$ cat src/rtl/seg_scan_ctrl.sv
// Time-multiplexed 7-segment scan controller: one digit per slot, a dark interval
// at each slot start, a per-frame input snapshot and optional leading-zero blanking.
module seg_scan_ctrl #(
    parameter int N_DIGITS   = 4,
    parameter int SCAN_DIV   = 50000,
    parameter int BLANK_CYC  = 500,
    parameter int ACTIVE_LOW = 1
) (
    input  logic                        clk,
    input  logic                        rst,
    input  logic                        en,
    input  logic [4*N_DIGITS-1:0]       digits_in,
    input  logic [N_DIGITS-1:0]         dp_in,
    input  logic                        lz_suppress,
    output logic [N_DIGITS-1:0]         an,
    output logic [6:0]                  seg,
    output logic                        dp,
    output logic [$clog2(N_DIGITS)-1:0] digit_idx,
    output logic                        frame_tick
);

    localparam int   IDX_W      = $clog2(N_DIGITS);
    localparam int   CNT_W      = $clog2(SCAN_DIV);
    localparam int   BLANK_LAST = (BLANK_CYC > 0) ? BLANK_CYC - 1 : 0;
    localparam logic POL        = (ACTIVE_LOW != 0);

    typedef enum logic [1:0] {
        IDLE,
        BLANK,
        SHOW
    } state_t;

    // A slot opens dark unless there is no blank interval at all.
    localparam state_t SLOT_START = (BLANK_CYC == 0) ? SHOW : BLANK;

    state_t                state_q;
    logic [CNT_W-1:0]      slot_cnt_q;
    logic [IDX_W-1:0]      digit_idx_q;
    logic [4*N_DIGITS-1:0] snap_digits_q;
    logic [N_DIGITS-1:0]   snap_dp_q;
    logic                  snap_lz_q;
    logic [N_DIGITS-1:0]   an_q;
    logic [6:0]            seg_q;
    logic                  dp_q;
    logic                  frame_tick_q;

    logic [N_DIGITS-1:0]   an_d;
    logic [6:0]            seg_d;
    logic                  dp_d;
    logic                  frame_tick_d;
    logic [3:0]            cur_nib;
    logic                  cur_dp;
    logic                  cur_blank;
    logic                  zero_run;
    logic                  lit;

    function automatic logic [6:0] hex7(input logic [3:0] v);
        logic [6:0] r;
        r = 7'h00;
        case (v)
            4'h0: r = 7'h3F;
            4'h1: r = 7'h06;
            4'h2: r = 7'h5B;
            4'h3: r = 7'h4F;
            4'h4: r = 7'h66;
            4'h5: r = 7'h6D;
            4'h6: r = 7'h7D;
            4'h7: r = 7'h07;
            4'h8: r = 7'h7F;
            4'h9: r = 7'h6F;
            4'hA: r = 7'h77;
            4'hB: r = 7'h7C;
            4'hC: r = 7'h39;
            4'hD: r = 7'h5E;
            4'hE: r = 7'h79;
            4'hF: r = 7'h71;
            default: r = 7'h00;
        endcase
        return r;
    endfunction

    // Scan from the top digit down so zero_run covers nibbles i..N_DIGITS-1.
    always_comb begin
        cur_nib   = 4'h0;
        cur_dp    = 1'b0;
        cur_blank = 1'b0;
        zero_run  = 1'b1;
        for (int i = N_DIGITS - 1; i >= 0; i--) begin
            zero_run = zero_run && (snap_digits_q[4*i +: 4] == 4'h0);
            if (digit_idx_q == IDX_W'(i)) begin
                cur_nib   = snap_digits_q[4*i +: 4];
                cur_dp    = snap_dp_q[i];
                cur_blank = snap_lz_q && zero_run && (i != 0);
            end
        end

        lit  = (state_q == SHOW) && !cur_blank;
        an_d = '0;
        for (int i = 0; i < N_DIGITS; i++) begin
            an_d[i] = lit && (digit_idx_q == IDX_W'(i));
        end
        seg_d        = lit ? hex7(cur_nib) : 7'h00;
        dp_d         = lit && cur_dp;
        frame_tick_d = (state_q != IDLE) && (slot_cnt_q == '0) && (digit_idx_q == '0);
    end

    always_ff @(posedge clk or posedge rst) begin
        if (rst) begin
            state_q       <= IDLE;
            slot_cnt_q    <= '0;
            digit_idx_q   <= '0;
            snap_digits_q <= '0;
            snap_dp_q     <= '0;
            snap_lz_q     <= 1'b0;
            // NOTE: pin registers reset to the dark pattern, not to zero, so the
            // display is off while reset is held regardless of polarity.
            an_q          <= {N_DIGITS{POL}};
            seg_q         <= {7{POL}};
            dp_q          <= POL;
            frame_tick_q  <= 1'b0;
        end else begin
            an_q         <= an_d ^ {N_DIGITS{POL}};
            seg_q        <= seg_d ^ {7{POL}};
            dp_q         <= dp_d ^ POL;
            frame_tick_q <= frame_tick_d;

            if (!en) begin
                state_q     <= IDLE;
                slot_cnt_q  <= '0;
                digit_idx_q <= '0;
            end else begin
                case (state_q)
                    IDLE: begin
                        snap_digits_q <= digits_in;
                        snap_dp_q     <= dp_in;
                        snap_lz_q     <= lz_suppress;
                        slot_cnt_q    <= '0;
                        digit_idx_q   <= '0;
                        state_q       <= SLOT_START;
                    end
                    BLANK: begin
                        slot_cnt_q <= slot_cnt_q + CNT_W'(1);
                        if (slot_cnt_q == CNT_W'(BLANK_LAST)) begin
                            state_q <= SHOW;
                        end
                    end
                    SHOW: begin
                        if (slot_cnt_q == CNT_W'(SCAN_DIV - 1)) begin
                            slot_cnt_q <= '0;
                            state_q    <= SLOT_START;
                            if (digit_idx_q == IDX_W'(N_DIGITS - 1)) begin
                                // Frame wrap: take the tear-free snapshot for the next frame.
                                digit_idx_q   <= '0;
                                snap_digits_q <= digits_in;
                                snap_dp_q     <= dp_in;
                                snap_lz_q     <= lz_suppress;
                            end else begin
                                digit_idx_q <= digit_idx_q + IDX_W'(1);
                            end
                        end else begin
                            slot_cnt_q <= slot_cnt_q + CNT_W'(1);
                        end
                    end
                    default: begin
                        state_q     <= IDLE;
                        slot_cnt_q  <= '0;
                        digit_idx_q <= '0;
                    end
                endcase
            end
        end
    end

    assign an         = an_q;
    assign seg        = seg_q;
    assign dp         = dp_q;
    assign frame_tick = frame_tick_q;
    assign digit_idx  = digit_idx_q;

endmodule

$ cat config.mk
export PLATFORM = sky130hd
export DESIGN_NAME = seg_scan_ctrl
export DESIGN_NICKNAME = d
export VERILOG_FILES = /design/src/rtl/seg_scan_ctrl.sv
export SDC_FILE = /design/constraint.sdc
export NUM_CORES = 1
export LEC_CHECK = 0
export ABC_CLOCK_PERIOD_IN_PS = 2850
export BUFFER_PORTS_ARGS = -buffer_cell sky130_fd_sc_hd__buf_2
export CORE_ASPECT_RATIO = 1.2
export CORE_UTILIZATION = 52
export DETAILED_ROUTE_END_ITERATION = 10
export GPL_TIMING_DRIVEN = 1
export PLACE_DENSITY = 0.78
export SYNTH_ARGS = -nofsm -noshare
export SYNTH_HDL_FRONTEND = slang
export SYNTH_SLANG_ARGS = --single-unit
$ cat constraint.sdc
create_clock -name clk -period 2.85 [get_ports clk]
set_input_delay 0 -clock clk [delete_from_list [all_inputs] [get_ports clk]]
set_output_delay 0 -clock clk [all_outputs]
set_load 0.02 [all_outputs]
==> summary.txt, run 1 <==
Status
  • Status: completed

Power
  • Comb pwr share: 0.446
  • Sequential share of power: 0.388
  • LEAKAGE: between 0.0015 and 0.002 uW
  • Max VDD drop: ~0.00034 V
  • Psw: about 1000 uW
  • Power Density: around 850 nW/um2
  • Clock power frac: 0.166
  • Pint: 1970 uW
  • Switching Share: 0.342
  • Tot Pwr: 2980 uW

Synthesis
  • Leading post-synthesis cells by cell area: dfrtp_1 36%, dfstp_2 11%, mux2_4 10%, ha_1 6.9%, nor2_1 3.6%
  • #FFs+latches synth: 54
  • Top-count cell post-synth: dfrtp_1
  • Cell Area, Synth: 2900 um2
  • Post-synth EDFFs: 0
  • Syn Inst Count: between 200 and 300
  • Mean Syn Cell Area: 11.4 um2
  • Mux cell area share after synthesis: 0.140
  • Post-synthesis cell type count: 46
  • Ys flop type: dfrtp_1
  • Async set or reset register ratio after synthesis: 1.00
  • Post-synthesis xor/xnor area fraction: 0.0393
  • Synth Area in Simple Gates: 0.151
  • Seq/Total Area, Yosys: 0.472
  • Syn_nets: 295
  • Commonest cells in the synthesized netlist: 42 x dfrtp_1, 28 x nor2_1, 25 x nand2_1, 20 x mux2_4, 16 x ha_1
  • Cell taking the most area after synthesis: dfrtp_1
  • Compound-gate portion of the synthesized area: 0.0877
  • Main combinational cell family by area after synthesis: simple AND/OR/NAND/NOR gates
  • Synth warn: 0
  • Post-synth top area share: 0.363
  • Synth Area in Adders: 0.0691

STA
  • Relative slew slack: 0.501
  • Hold slack: 0.373 ns
  • Clock Skew: roughly 0.0094 ns
  • Achievable Freq: 0.372 GHz
  • Max-slew violation count: 0
  • # setup viols final: 0
  • Tcrit/Tclk final: 0.942
  • TNS Setup: 0 ns
  • Period minus WS final: ~2.7 ns
  • Worst-Margin Slew: 0.748 ns
  • RSZ-0062 raised after global routing: no
  • Final hold vios: 0

Clocking
  • Clk pin slew, worst setup/hold paths: 0.09 ns
  • # clock sinks: 54
  • Clock root buffer: clkbuf_8
  • CTS H-Tree Depth: 2
  • CTS buffer count: 5
  • Clock Path Buffers: 2
  • CTS tree: built
  • Worst-skew pair later-pin latency: 0.31 ns

Setup path
  • CP Max Fanout: 10
  • CP Launch Type: flop
  • Setup CP Type: flop to flop
  • Critical Path End Type: flop
  • Data arrival time of the critical path: 2.89 ns
  • Worst EP required: 3.05 ns

Detailed routing
  • Routed Wire Length: around 5900 um
  • Vias: 2,098
  • Vias/cell: 5.45
  • Starting DRT DRC Count: 142
  • Antenna-violating nets left: 0
  • DRC Markers: 0
  • Initial DRT Pass Iterations: 4
  • Post-DR wirelength/cell: 15.2 um

Finish
  • Fin cells: 385
  • N_diodes: 0
  • Synth-to-Final Area Change: 21.6%
  • Fillers: 410
  • Final Net Count: 362
  • Final instance area: 3520 um2
  • Ratio of cells with drive above 1 in the final layout: 0.300

Place
  • Post-DP HPWL: 4010 um
  • PortBufs: 38
  • Placement Cell Area: 3180 um2
  • DP Cell Count: 354
  • Gpl congestion: 0.811

Floorplan
  • Die width: 70.1 um
  • Die H: 83.8 um
  • I/O pin cnt: 39
  • Row count: 29
  • Die area: 5880 um2
  • Starting Density: 0.543
  • Core ar.: 5330 um2

Flow run
  • Max cap viols: 0

GRT
  • Initial antenna violation count: 0
  • Global Route Usage Sum: 0.219
  • Total gr overflow: 0
  • Largest net degree at the start of global routing: 36
  • Vias in the first global route: approximately 2,300
  • First-pass GRT wire length: 10,200 um

Hold path
  • Worst Hold Class: primary input to asynchronous set/reset pin
[routing by layer]
metal / vias up / routed length [um] / share of wire / track usage
met5: - / 0 / 0 / 0
met4: 0 / 102 / 0.017 / 0.0873
met3: 11 / 171 / 0.029 / 0.0411
met2: 39 / 3090 / 0.53 / 0.392
met1: 1023 / 2500 / 0.43 / 0.256
li1: 1025 / - / - / -
[power groups by stage]
stage | logic, uW | registers, uW | clock network [uW]
CTS | 1320 | 1150 | 514
floorplan | 982 | 1180 | 0
global route | 1440 | 1180 | 539
global placement | 1250 | 1160 | 0
finish | 1330 | 1160 | 495
detailed placement | 1290 | 1160 | 0
[per-stage QoR]
step	setup slack (ns)	utilization
6_report	0.164	0.661
5_1_grt	0.0204	0.661
4_1_cts	0.146	0.660
3_5_place_dp	0.203	0.597
3_3_place_gp	0.234	0.597
2_1_floorplan	0.187	-
[cell usage in the layout (no fill, tap or decap), types with 7 or more instances in the layout]
master / Yosys / final
dfrtp_1: 42 / 42
buf_2: 1 / 38
nor2_1: 28 / 28
nand2_1: 25 / 25
dlygate4sd3_1: 0 / 23
mux2_4: 20 / 20
ha_1: 16 / 16
inv_1: 14 / 13
dfstp_2: 12 / 12
nand3_1: 7 / 7
xor2_1: 7 / 7
[what timing repair did]
| item | 4_1_cts | 5_1_grt |
|---|---|---|
| hold endpoints to repair | 55 | 0 |
| hold buffers | 23 | 0 |
| gates resized for setup | 0 | 1 |
| buffers inserted | 0 | 0 |
| endpoints found under the setup margin | 0 | 4 |
[sequential cells by signal, indices dropped and copies added, names as in the netlist, 2 cells and up]
register and count:
an 4, digit_idx 2, seg 7, slot_cnt_q 16
snap_digits_q 16, snap_dp_q 4, state_q 2
[layout make-up]
type                            count  area [um2]  share of cell area
Timing Repair Buffer               69         505               0.143
Sequential cell                    54        1370               0.388
Clock inverter                      1        30.0             0.00852
Clock buffer                        7        76.3              0.0217
Multi-Input combinational cell    178        1420               0.402
Inverter                           14        52.6              0.0149
Tap cell                           62        77.6              0.0220
[final timing paths]
path,from,to,slack (ns),depth (start not counted)
max,slot_cnt_q[12],snap_digits_q[14],0.16,6
max reg2reg,slot_cnt_q[12],snap_digits_q[14],0.16,6
max in group asynchronous,rst,dp,1.69,4
min reg2reg,slot_cnt_q[0],slot_cnt_q[0],0.50,1
min,rst,snap_digits_q[11],0.37,3
min in group clk,lz_suppress,snap_lz_q,0.45,3
[worst max-delay path, cell delays in order (launching register included)]
cell     delay, ns
dfrtp_1       0.43
or4_1         0.55
or4_4         0.46
o41ai_4       0.38
and3_4        0.27
buf_12        0.15
mux2_2        0.33
[logic make-up (layout without fill, tap and decap cells)]
group                      count (synthesis)  in the layout
and+or+nand+nor                           89             89
buffers and inverters                     23             91
adders and majority gates                 16             16
muxes                                     30             30
DFF                                       54             54
xor gates and xnor gates                  13             13
AOI/OAI and AO/OA                         30             30
No activity file was read; power rests on OpenSTA's default activity.
==> inputs of run 2 (changes only) <==
--- a/config.mk
+++ b/config.mk
@@ -9,6 +9,7 @@
 export BUFFER_PORTS_ARGS = -buffer_cell sky130_fd_sc_hd__buf_2
 export CORE_ASPECT_RATIO = 1.2
 export CORE_UTILIZATION = 52
+export CTS_BUF_LIST = sky130_fd_sc_hd__clkbuf_4 sky130_fd_sc_hd__clkbuf_8 sky130_fd_sc_hd__clkbuf_16
 export DETAILED_ROUTE_END_ITERATION = 10
 export GPL_TIMING_DRIVEN = 1
 export PLACE_DENSITY = 0.78
==> summary.txt, run 2 (same netlist as run 1, synthesis figures left out) <==
Status
  • Status: completed

GRT
  • First-pass GRT wire length: 10,200 um (unchanged)
  • Initial antenna violation count: 0 (unchanged)
  • Largest net degree at the start of global routing: 36 (unchanged)
  • Total gr overflow: 0 (unchanged)
  • Global Route Usage Sum: 0.220 (+0.000257)
  • Vias in the first global route: 2,256 (+0.13%)

Power
  • Tot Pwr: 3010 uW (+0.71%)
  • Pint: 1980 uW (+0.97%)
  • Psw: 1020 uW (+0.21%)
  • LEAKAGE: 0.00155 uW (+0.44%)
  • Switching Share: 0.340 (-0.00170)
  • Clock power frac: 0.171 (+0.005)
  • Power Density: 851 nW/um2 (+0.50%)
  • Max VDD drop: 0.000344 V (-0.23%)
  • Comb pwr share: 0.443 (-0.003)
  • Sequential share of power: 0.386 (-0.002)

Finish
  • Commonest non-fill, non-tap cells in the layout: 42 x dfrtp_1, 38 x buf_2, 28 x nor2_1
  • N_diodes: 0 (unchanged)
  • Final Util: 0.662 (+0.00141)
  • Final Net Count: 362 (unchanged)
  • Fin cells: 385 (unchanged)
  • Fillers: 407 (-0.73%)
  • Commonest non-fill, non-tap cell in the layout: dfrtp_1
  • Ratio of cells with drive above 1 in the final layout: 0.307 (+0.00619)
  • Synth-to-Final Area Change: 21.9%

Clocking
  • Clk pin slew, worst setup/hold paths: 0.09 ns (about the same)
  • CTS H-Tree Depth: 2 (unchanged)
  • CTS buffer count: 5 (unchanged)
  • Clock root buffer: clkbuf_8
  • # clock sinks: 54 (unchanged)
  • Clock Path Buffers: 2 (unchanged)
  • Worst-skew pair later-pin latency: 0.30 ns (about the same)
  • Postcts setup bufs: 0 (unchanged)
  • CTS tree: built

Floorplan
  • Starting Density: 0.543 (unchanged)
  • Die area: 5880 um2 (unchanged)
  • I/O pin cnt: 39 (unchanged)
  • Die width: 70.1 um (unchanged)
  • Die H: 83.8 um (unchanged)
  • Core ar.: 5330 um2 (unchanged)
  • Row count: 29 (unchanged)

Detailed routing
  • Vias: 2,111 (+0.62%)
  • Vias/cell: 5.48 (+0.62%)
  • Initial DRT Pass Iterations: 4 (unchanged)
  • Post-DR wirelength/cell: 15.3 um (+0.20%)
  • Starting DRT DRC Count: 139 (-2.1%)
  • Routed Wire Length: 5880 um (+0.20%)
  • DRC Markers: 0 (unchanged)
  • Antenna-violating nets left: 0 (unchanged)

STA
  • Worst-Margin Slew: 0.741 ns (-0.00673 ns)
  • Period minus WS final: 2.69 ns (+0.000269 ns)
  • Max-slew violation count: 0 (unchanged)
  • Achievable Freq: 0.372 GHz (about the same)
  • Tcrit/Tclk final: 0.942 (about the same)
  • TNS Setup: 0 ns (unchanged)
  • Hold slack: 0.372 ns (-0.00174 ns)
  • Clock Skew: 0.00845 ns (-0.000980 ns)
  • RSZ-0062 raised after global routing: no
  • # setup viols final: 0 (unchanged)
  • Final hold vios: 0 (unchanged)
  • Relative slew slack: 0.505 (+0.00449)

Setup path
  • Worst EP required: 3.05 ns (about the same)
  • FF-to-FF path depth: 6 (unchanged)
  • Setup CP Type: flop to flop
  • CP Launch Type: flop
  • CP Max Fanout: 10 (unchanged)
  • Critical Path End Type: flop
  • Data arrival time of the critical path: 2.88 ns (about the same)

Place
  • Gpl congestion: 0.811 (unchanged)
  • DP Cell Count: 354 (unchanged)
  • PortBufs: 38 (unchanged)
  • Post-DP HPWL: 4010 um (unchanged)

Hold path
  • Worst Hold Class: primary input to asynchronous set/reset pin

Flow run
  • Max cap viols: 0 (unchanged)
==> run 2: worst paths after layout <==
kind	start	to	slack [ns]
max in group asynchronous	rst	dp	1.70
max	slot_cnt_q[12]	snap_digits_q[14]	0.16
min in group clk	lz_suppress	snap_lz_q	0.46
min	rst	snap_digits_q[11]	0.37
max reg2reg	slot_cnt_q[12]	snap_digits_q[14]	0.16
min reg2reg	slot_cnt_q[0]	slot_cnt_q[0]	0.50
==> run 2: area by class of cell <==
cell class	instances	area [um2]	share of cell area
Multi-Input combinational cell	178	1420	0.401
Sequential cell	54	1370	0.387
Timing Repair Buffer	69	505	0.143
Clock buffer	7	83.8	0.0237
Tap cell	62	77.6	0.0220
Inverter	14	52.6	0.0149
Clock inverter	1	30.0	0.00850
==> run 2: power by group through the flow <==
| stage | combinational (uW) | sequential [uW] | clock [uW] |
|---|---|---|---|
| 2_1_floorplan | 982 | 1180 | 0 |
| 3_3_place_gp | 1250 | 1160 | 0 |
| 3_5_place_dp | 1290 | 1160 | 0 |
| 4_1_cts | 1320 | 1150 | 532 |
| 5_1_grt | 1440 | 1180 | 557 |
| 6_report | 1330 | 1160 | 513 |
==> run 2: metrics by stage <==
stage	area (um2)	setup slack, ns
after floorplan	2900	0.187
after global placement	3180	0.234
after detailed placement	3180	0.203
after CTS	3530	0.147
after global routing	3530	0.0227
final	3530	0.164
==> run 2: critical path, stage by stage (launching register included) <==
cell     delay, ns
dfrtp_1       0.43
or4_1         0.55
or4_4         0.46
o41ai_4       0.38
and3_4        0.27
buf_12        0.15
mux2_2        0.33
==> run 2: what timing repair did <==
action / CTS / global route
hold buffers: 23 / 0
gates resized for setup: 0 / 1
endpoints found under the setup margin: 0 / 4
endpoints found under the hold margin: 55 / 0
==> run 2: layer usage <==
layer,vias to the layer above,share of wire,global-route usage,wire (um)
met2,41,0.53,0.392,3100
met3,13,0.029,0.0411,170
met4,0,0.023,0.0891,133
met1,1035,0.42,0.256,2480
met5,-,0,0,0
li1,1022,-,-,-
==> inputs of run 3 (changes only) <==
--- a/config.mk
+++ b/config.mk
@@ -12,6 +12,7 @@
 export CTS_BUF_LIST = sky130_fd_sc_hd__clkbuf_4 sky130_fd_sc_hd__clkbuf_8 sky130_fd_sc_hd__clkbuf_16
 export DETAILED_ROUTE_END_ITERATION = 10
 export GPL_TIMING_DRIVEN = 1
+export MAX_ROUTING_LAYER = met4
 export PLACE_DENSITY = 0.78
 export SYNTH_ARGS = -nofsm -noshare
 export SYNTH_HDL_FRONTEND = slang
==> summary.txt, run 3 (same netlist as run 1, synthesis figures left out) <==
Finish
  • Final instance area: 3530 um2 (unchanged)
  • Final Net Count: 362 (unchanged)
  • Synth-to-Final Area Change: 21.9% (unchanged)
  • Ratio of cells with drive above 1 in the final layout: 0.307 (unchanged)
  • Commonest non-fill, non-tap cells in the layout: 42 x dfrtp_1, 38 x buf_2, 28 x nor2_1
  • N_diodes: 0 (unchanged)
  • Commonest non-fill, non-tap cell in the layout: dfrtp_1
  • Fin cells: 385 (unchanged)

STA
  • Achievable Freq: 0.372 GHz (about the same)
  • Clock Skew: 0.00873 ns (+0.000279 ns)
  • Worst-Margin Slew: 0.743 ns (+0.00222 ns)
  • Max-slew violation count: 0 (unchanged)
  • Tcrit/Tclk final: 0.943 (about the same)
  • RSZ-0062 raised after global routing: no
  • # setup viols final: 0 (unchanged)
  • Period minus WS final: 2.69 ns (+0.000849 ns)
  • Hold slack: 0.373 ns (+0.00104 ns)
  • TNS Setup: 0 ns (unchanged)
  • Relative slew slack: 0.504 (-0.00148)
  • Final hold vios: 0 (unchanged)

GRT
  • M3 GR Usage: 0.0399 (-0.00121)
  • Largest net degree at the start of global routing: 36 (unchanged)
  • M2 GR Usage: 0.392 (unchanged)
  • Grt met1 use: 0.258 (+0.00159)
  • Vias in the first global route: 2,252 (-0.18%)
  • Global Route Usage Sum: 0.226 (+0.00653)
  • Total gr overflow: 0 (unchanged)
  • First-pass GRT wire length: 10,200 um (+0.14%)
  • Initial antenna violation count: 0 (unchanged)
  • GRT busiest layer: met2

Clocking
  • CTS buffer count: 5 (unchanged)
  • Clk pin slew, worst setup/hold paths: 0.09 ns (about the same)
  • Clock Path Buffers: 2 (unchanged)
  • CTS tree: built
  • # clock sinks: 54 (unchanged)
  • CTS H-Tree Depth: 2 (unchanged)
  • Postcts setup bufs: 0 (unchanged)
  • Worst-skew pair later-pin latency: 0.30 ns (about the same)
  • Clock root buffer: clkbuf_8

Detailed routing
  • Post-DR wirelength/cell: 15.3 um (+0.10%)
  • Vias/cell: 5.47 (-0.24%)
  • Antenna-violating nets left: 0 (unchanged)
  • Routed Wire Length: 5890 um (+0.10%)
  • Vias: 2,106 (-0.24%)
  • DRC Markers: 0 (unchanged)
  • Initial DRT Pass Iterations: 4 (unchanged)
  • Starting DRT DRC Count: 147 (+5.8%)

Power
  • LEAKAGE: 0.00155 uW (unchanged)
  • Max VDD drop: 0.000344 V (about the same)
  • Tot Pwr: 3010 uW (about the same)
  • Power Density: 851 nW/um2 (about the same)

Floorplan
  • Die H: 83.8 um (unchanged)
  • Die area: 5880 um2 (unchanged)
  • Starting Density: 0.543 (unchanged)
  • Die width: 70.1 um (unchanged)
  • I/O pin cnt: 39 (unchanged)
  • Row count: 29 (unchanged)
  • Core ar.: 5330 um2 (unchanged)

Setup path
  • CP Max Fanout: 10 (unchanged)
  • Crit path largest cell delay: 0.55 ns (about the same)
  • Worst EP required: 3.05 ns (about the same)
  • Crit path max-delay family: simple AND/OR/NAND/NOR gates
  • Setup CP Type: flop to flop
  • Slowest stage cell, crit path: or4_1
  • CP Launch Type: flop
  • CP bufs+invs: 1 (unchanged)
  • Critical path cell sequence: or4_1 > or4_4 > o41ai_4 > and3_4 > buf_12 > mux2_2
  • Critical Path End Type: flop
  • Data arrival time of the critical path: 2.89 ns (about the same)

Place
  • Post-DP HPWL: 4010 um (unchanged)
  • Placement Cell Area: 3180 um2 (unchanged)
  • PortBufs: 38 (unchanged)
  • Gpl congestion: 0.823 (+1.5%)
  • DP Cell Count: 354 (unchanged)

Status
  • Status: completed

Hold path
  • Worst Hold Class: primary input to asynchronous set/reset pin

Flow run
  • Max cap viols: 0 (unchanged)
[run 3: cell counts in the layout (fill, tap and decap cells not counted)]
Identical to the previous run, type by type.
[run 3: layer usage]
| layer | routed length [um] | vias to the layer above |
|---|---|---|
| met5 | 0 | - |
| met4 | 132 | 0 |
| met3 | 161 | 13 |
| met2 | 3100 | 38 |
| met1 | 2490 | 1032 |
| li1 | - | 1023 |
[run 3: path summary, 6_finish.rpt]
| path | start | endpoint | slack [ns] | cells after the start |
|---|---|---|---|---|
| max in group asynchronous | rst | dp | 1.70 | 4 |
| max reg2reg | slot_cnt_q[12] | snap_digits_q[14] | 0.16 | 6 |
| min | rst | snap_digits_q[11] | 0.37 | 3 |
| min reg2reg | slot_cnt_q[0] | slot_cnt_q[0] | 0.50 | 1 |
| max | slot_cnt_q[12] | snap_digits_q[14] | 0.16 | 6 |
| min in group clk | lz_suppress | snap_lz_q | 0.46 | 3 |
[run 3: per-stage QoR]
stage | worst slack (ns) | utilization
after detailed placement | 0.203 | 0.597
after global placement | 0.234 | 0.597
after floorplan | 0.187 | -
after global routing | 0.0227 | 0.662
after CTS | 0.147 | 0.661
final | 0.163 | 0.662
[run 3: timing repair]
action | CTS | global route
hold endpoints to repair | 55 | 0
hold buffers | 23 | 0
gates resized for setup | 0 | 1
endpoints found under the setup margin | 0 | 4
[run 3: power breakdown]
part	total, uW	switching (uW)	internal, uW
sequential	1160	156	1000
clock	513	231	282
combinational	1330	635	698
[run 3: final cells by class]
type	count	area [um2]
Multi-Input combinational cell	178	1420
Clock inverter	1	30.0
Inverter	14	52.6
Sequential cell	54	1370
Fill cell	407	1800
Clock buffer	7	83.8
Timing Repair Buffer	69	505
Tap cell	62	77.6
[run 3: tightest hold or removal path, stage by stage]
cell,delay [ns]
dlygate4sd3_1,0.53
buf_2,0.12
inv_2,0.53
